--- config.mk ---
export PLATFORM = sky130hd
export DESIGN_NAME = if_fetch
export DESIGN_NICKNAME = d
export VERILOG_FILES = /design/src/rtl/if_fetch.sv
export SDC_FILE = /design/constraint.sdc
export NUM_CORES = 1
export LEC_CHECK = 0
export BUFFER_PORTS_ARGS = -buffer_cell sky130_fd_sc_hd__buf_4
export CORE_MARGIN = 5
export CORE_UTILIZATION = 49
export CTS_BUF_LIST = sky130_fd_sc_hd__clkbuf_4 sky130_fd_sc_hd__clkbuf_8 sky130_fd_sc_hd__clkbuf_16
export DETAILED_ROUTE_END_ITERATION = 8
export PLACE_DENSITY = 0.76
export SYNTH_ARGS = -nofsm -noshare
export SYNTH_HDL_FRONTEND = slang
export SYNTH_SLANG_ARGS = --single-unit
--- constraint.sdc ---
create_clock -name clk -period 2.32 [get_ports clk]
set_clock_uncertainty 0.05 [all_clocks]
set_input_delay 0.58 -clock clk [delete_from_list [all_inputs] [get_ports clk]]
set_output_delay 0.58 -clock clk [all_outputs]
set_load 0.05 [all_outputs]
--- src/rtl/if_fetch.sv ---
// if_fetch: RV32I instruction-fetch stage. Assembles each 32-bit instruction
// from four little-endian byte reads on a shared 8-bit memory port. The port
// is yielded to the memory stage whenever mem_busy_i is high. The finished
// word sits in an output buffer that is held while downstream stalls.
module if_fetch #(
  parameter logic [31:0] RESET_PC = 32'h00000000
) (
  input  logic        clk,
  input  logic        rst,
  input  logic        stall_i,
  input  logic        branch_flag_i,
  input  logic [31:0] branch_target_i,
  input  logic        mem_busy_i,
  input  logic [7:0]  mem_din_i,
  output logic [31:0] mem_a_o,
  output logic        mem_rd_o,
  output logic [31:0] pc_o,
  output logic [31:0] inst_o,
  output logic        inst_valid_o
);

  localparam logic [0:0] FETCH = 1'b0;
  localparam logic [0:0] HOLD  = 1'b1;

  logic [0:0]  state;
  logic [31:0] pc;
  logic [2:0]  iss_cnt;
  logic [2:0]  rcv_cnt;
  logic        rd_q;
  logic [31:0] word_q;
  logic [31:0] word_next;
  logic        complete;
  logic        buf_free;

  // A read goes out only while fetching, bytes remain to be issued, and the
  // port is neither owned by the memory stage nor being abandoned by a redirect.
  assign mem_rd_o = (state == FETCH) && (iss_cnt < 3'd4) && !mem_busy_i
                    && !branch_flag_i && !rst;
  assign mem_a_o  = pc + {29'd0, iss_cnt};

  // The word is complete on the edge that captures byte 3.
  assign complete = (state == FETCH) && rd_q && (rcv_cnt == 3'd3);
  assign buf_free = !inst_valid_o || !stall_i;

  // Merge the byte returning this cycle into the partially assembled word.
  always_comb begin
    word_next = word_q;
    if (rd_q) begin
      case (rcv_cnt[1:0])
        2'd0:    word_next[7:0]   = mem_din_i;
        2'd1:    word_next[15:8]  = mem_din_i;
        2'd2:    word_next[23:16] = mem_din_i;
        default: word_next[31:24] = mem_din_i;
      endcase
    end
  end

  // Fetch sequencing, byte capture, output buffer and redirect handling.
  always_ff @(posedge clk) begin
    if (rst) begin
      state        <= FETCH;
      pc           <= RESET_PC;
      iss_cnt      <= '0;
      rcv_cnt      <= '0;
      rd_q         <= 1'b0;
      word_q       <= '0;
      pc_o         <= '0;
      inst_o       <= '0;
      inst_valid_o <= 1'b0;
    end else if (branch_flag_i) begin
      // Redirect drops the partial word and any buffered instruction; the
      // byte still in flight from the old stream is ignored via rd_q.
      state        <= FETCH;
      pc           <= branch_target_i;
      iss_cnt      <= '0;
      rcv_cnt      <= '0;
      rd_q         <= 1'b0;
      inst_valid_o <= 1'b0;
    end else begin
      rd_q <= mem_rd_o;
      if (mem_rd_o) begin
        iss_cnt <= iss_cnt + 3'd1;
      end
      if (rd_q) begin
        word_q  <= word_next;
        rcv_cnt <= rcv_cnt + 3'd1;
      end
      if (inst_valid_o && !stall_i) begin
        inst_valid_o <= 1'b0;
      end
      if (state == FETCH) begin
        if (complete) begin
          if (buf_free) begin
            inst_o       <= word_next;
            pc_o         <= pc;
            inst_valid_o <= 1'b1;
            pc           <= pc + 32'd4;
            iss_cnt      <= '0;
            rcv_cnt      <= '0;
          end else begin
            state <= HOLD;
          end
        end
      end else begin
        if (!stall_i) begin
          inst_o       <= word_q;
          pc_o         <= pc;
          inst_valid_o <= 1'b1;
          pc           <= pc + 32'd4;
          iss_cnt      <= '0;
          rcv_cnt      <= '0;
          state        <= FETCH;
        end
      end
    end
  end

endmodule

-- Word-level counts from Yosys, hierarchy flattened
Cells that the tools add are included.
- flip-flop bits (word level): 137
- input port bits: 45
- word-level logic and storage cells: 81
- $add $sub $neg: 4
- magnitude comparators: 1
- eq/ne operators: 5
- mux-type cells: 37
- bitwise operators: 2
- reductions and logical operators: 23
- operators by type and width (kind ; number):
    $mux W32 ; 14
    $add A32 B3 Y32 ; 1
    $add A32 B3 Y32 const B ; 1
    $mux W8 ; 4
    $mux W3 ; 10
    $mux W1 ; 9
    $logic_and A1 B1 Y1 ; 7
    $add A3 B1 Y3 const B ; 2
    $reduce_bool A3 Y1 ; 2
    $logic_not A1 Y1 ; 5
    $reduce_and A4 Y1 ; 1
    $reduce_bool A2 Y1 ; 2
    $eq A3 B2 Y1 const B ; 1
    $lt A3 B3 Y1 const B ; 1
    $ne A3 B3 Y1 const B ; 1
    $reduce_and A3 Y1 ; 1
    $reduce_or A3 Y1 ; 1
    $eq A2 B1 Y1 const B ; 1
    $eq A2 B2 Y1 const B ; 1
    $logic_not A2 Y1 ; 1
    $ne A2 B2 Y1 const B ; 1
    $not A1 Y1 ; 2
    $reduce_and A2 Y1 ; 1
    $reduce_or A2 Y1 ; 1
    $logic_or A1 B1 Y1 ; 1

-- Longest topological paths before layout
- depth after elaboration: 9
- gate-level depth with buffers: 8

-- Worst setup path after synthesis
Ideal clock, no wire load.
- kind: register to output
- from: reg pc[15]
- to: out mem_a_o[29]
- arrival time: 2.360 ns
- data required time: 1.690 ns
- path slack: -0.670 ns
- cell stages (with the launch flop): 7
- buffers on the path: 1
- cell sequence: dfxtp_1 -> clkbuf_1 -> nand4_1 -> or4_1 -> nor2_1 -> nand2_1 -> xnor2_1
- longest elaborated chain between the ends: 1
- RTL lines (item ; line ; source):
    start: declaration ; 26 ; logic [31:0] pc;
    start signal: assignment ; 74 ; pc <= branch_target_i;
    start signal: assignment ; 97 ; pc <= pc + 32'd4;
    start signal: assignment ; 109 ; pc <= pc + 32'd4;
    $add A32 B3 Y32 ; 39 ; assign mem_a_o = pc + {29'd0, iss_cnt};
    end: declaration ; 15 ; output logic [31:0] mem_a_o,
Every way passes these cells.

-- Worst setup path in the final report
- from: reg iss_cnt[0]
- to: out mem_a_o[16]
- longest elaborated chain between the ends: 1
- RTL lines (item ; line ; source):
    start: declaration ; 27 ; logic [2:0] iss_cnt;
    start signal: assignment ; 82 ; iss_cnt <= iss_cnt + 3'd1;
    $add A32 B3 Y32 ; 39 ;
Every way passes these cells.

==> impl_metrics.tcl <==
set metrics [dict create \
    wl_met3_mm 1.285 \
    die_y_um 126.0 \
    highest_layer "met4" \
    worst_slack_ns -0.6114 \
    drc_errors 0 \
    avgViaCountPerCell 5.677 \
    ys_seq_elements 137 \
    syn_area_um2 6591 \
    synth_area_per_cell_um2 7.922 \
    drt_iter0_markers 480 \
    core_um2 13240 \
    hold_start "branch_target_i[0]" \
    fmax_mhz 341.1 \
    crit_arrival_ns 2.30 \
    setup_violations 30 \
    grt_overflow 0 \
    layout_commonest_cell "buf_4" \
    root_buffer "clkbuf_16" \
    cp_max_fo 7 \
    clock-sinks 137 \
    start_util_pct 49.77 \
    crit_chain "ha_4 -> fa_2 -> a21o_4 -> nand3_4 -> nor2_4 -> buf_6 -> xor2_2 -> buf_6" \
    startpoint_type "flop" \
    hold_path_depth 3 \
    clk_pin_slew_ns 0.06 \
    ctsHoldBuffers 0 \
    critPathKind "flop to primary output" \
    rsz0062_at_grt "yes" \
    tightest_slew_ns 0.8191 \
    routedWlPerCell_um 17.71 \
    grt.total_usage_pct 25.73 \
    ff2ff_setup_slack_ns 0.13 \
    hold_end "pc[0]" \
    rr_worst_depth 7 \
    seq_area_um2 2760 \
    r2r-start "rcv_cnt[0]" \
    dpl.hpwl_mm 13.85 \
    required_ns 1.69 \
    wl_met2_mm 10.86 \
    ant_nets 0 \
    maxSlewViolCount 0 \
    grt_pass1_wl_mm 33.33 \
    hold_path.class "input pin to flop" \
    drt_pass1_iterations 5 \
    synth_nets 888 \
    critical-path-max-stage-delay_ns 0.41 \
    p_leak_nw 3.864 \
    final_nets 1080 \
    r2r-end "pc[31]" \
    peakVddDrop_uv 419.7 \
    cts_tree "done" \
    num-fill-cells 979 \
    pre_cts_ws_ns -0.3268 \
    dieWidth_um 126.0 \
    crit_family "adder cells" \
    status "finished with violations" \
    die_area_um2 15870 \
    maxCapViolCount 0 \
    diodes 0 \
    route.vias.total 6886 \
    multi_input_area_um2 4101 \
    final_cell_mix "204 x buf_4, 160 x nand2_1, 125 x dfxtp_1" \
    hold_violations 0 \
    postSynth.asyncResetShare_pct 0 \
    power-per-cell-area_nw_per_um2 593.2 \
    drive_above_1_share_pct 36.45 \
    synth_cell_types 50 \
    grt_pass1_vias 6603 \
    synth-edff-count 0 \
    period_needed_ns 2.931 \
    yosysSeqAreaShare_pct 41.61 \
    antenna_found_initial 0 \
    yosysWarnings 0 \
    wl_met1_mm 8.907 \
    portBuffers 142 \
    violations "negative setup slack" \
    wirelength_mm 21.49 \
    cp_slowest_cell "fa_2" \
    io-pin-count 143 \
    num_rows 42 \
    gp_congestion 0.8675 \
    synth_flop_cell "dfxtp_1" \
    timing.final.crit_share_pct 126.4 \
    max_slew_margin_pct 45.39 \
    syn_inst 832 \
    clock_latency_ns 0.43 \
    path_buf_inv 2 \
    h-tree-depth 4 \
    numCtsBuffers 17 \
    area_delta_synth_final_pct 48.75 \
    finalSetupTns_ns -15.60 \
    crit_path_end_kind "primary output" \
    clk_path_buf_depth 2 \
    cpMostUsedCell "buf_6" \
    grt_max_degree 77 \
]
[final cells by class]
type | count | area share (%)
Tap cell | 176 | 2.246
Clock inverter | 13 | 1.238
Inverter | 6 | 0.2297
Clock buffer | 19 | 4.556
Multi-Input combinational cell | 609 | 41.83
Timing Repair Buffer | 253 | 21.75
Sequential cell | 137 | 28.15
[sequential cells by signal, summed over array words and instances, names as in the netlist, named ones only]
register / count
rcv_cnt: 3
rd_q: 1
state: 1
word_q: 32
iss_cnt: 2
inst_o: 32
inst_valid_o: 1
pc_o: 32
pc: 32
[worst min-delay path, stage by stage]
cell,delay (ns)
buf_4,0.08
mux2i_1,0.05
nor2_1,0.07
[layer usage]
| metal | GRT usage [%] | up-vias |
|---|---|---|
| met4 | 9.590 | 0 |
| li1 | - | 3254 |
| met2 | 42.85 | 269 |
| met1 | 32.77 | 3326 |
| met3 | 5.715 | 37 |
| met5 | 0 | - |
[cells in the mapped netlist (all sizes together) (2+ instances only)]
master,number,area (um2)
nor2,78,292.8
nor2b,2,12.51
xnor2,30,262.8
nand4,17,127.6
o21ai,5,25.02
nor3,16,90.09
and2,4,26.28
a21o,4,30.03
or2,4,25.03
a21oi,72,360.4
xor2,26,227.7
or3,3,18.77
mux2i,5,50.05
ha,10,125.1
a211oi,22,170.2
clkbuf,42,165.2
dfxtp,137,2743
or4,2,18.77
buf,35,204.0
a311oi,35,306.5
nor4,13,117.6
dlygate4sd1,3,26.28
nand2,168,630.6
nand3,80,400.4
and4,3,26.28
a31oi,3,18.77
inv,6,22.52
[logic make-up after synthesis]
logic type,count (synthesis),synth area share [%]
and+or+nand+nor,392,27.32
xor gates and xnor gates,56,7.441
muxes,6,0.9302
DFF,137,41.61
adders and majority gates,11,2.202
AOI/OAI and AO/OA,144,14.16
buffers and inverters,86,6.340
[worst max-delay path by stage]
stage,from,to,depth (start not counted)
after detailed placement,pc[0],mem_a_o[14],8
after CTS,iss_cnt[0],mem_a_o[28],7
after floorplan,iss_cnt[0],mem_a_o[26],7
after global routing,iss_cnt[0],mem_a_o[16],8
after global placement,pc[0],mem_a_o[14],8
final,iss_cnt[0],mem_a_o[16],8
[power by group]
group | internal, mW | switching, mW | total, mW
clock | 1.52 | 1.10 | 2.63
combinational | 0.306 | 0.443 | 0.750
sequential | 2.40 | 0.0396 | 2.44
[timing repair]
| item | in CTS | in global routing |
|---|---|---|
| pin swaps | 30 | 12 |
| endpoints found under the setup margin | 34 | 54 |
| buffers inserted | 5 | 12 |
| resized for setup | 78 | 12 |
| gates cloned | 0 | 2 |
[through the flow]
| step | utilization, % | std cells | hold slack (ns) | power [mW] | instance area [um2] |
|---|---|---|---|---|---|
| 4_1_cts | 72.78 | 1200 | 0.3455 | 5.809 | 9638 |
| 3_5_place_dp | 65.98 | 1165 | 0.3968 | 3.177 | 8737 |
| 5_1_grt | 74.04 | 1213 | 0.3569 | 5.997 | 9804 |
| 6_report | 74.04 | 1213 | 0.3498 | 5.816 | 9804 |
| 3_3_place_gp | 65.98 | 1165 | 0.3917 | 3.171 | 8737 |
| 2_1_floorplan | - | 832 | 0.3866 | 2.935 | 7098 |
(Power assumes the default switching activity.)
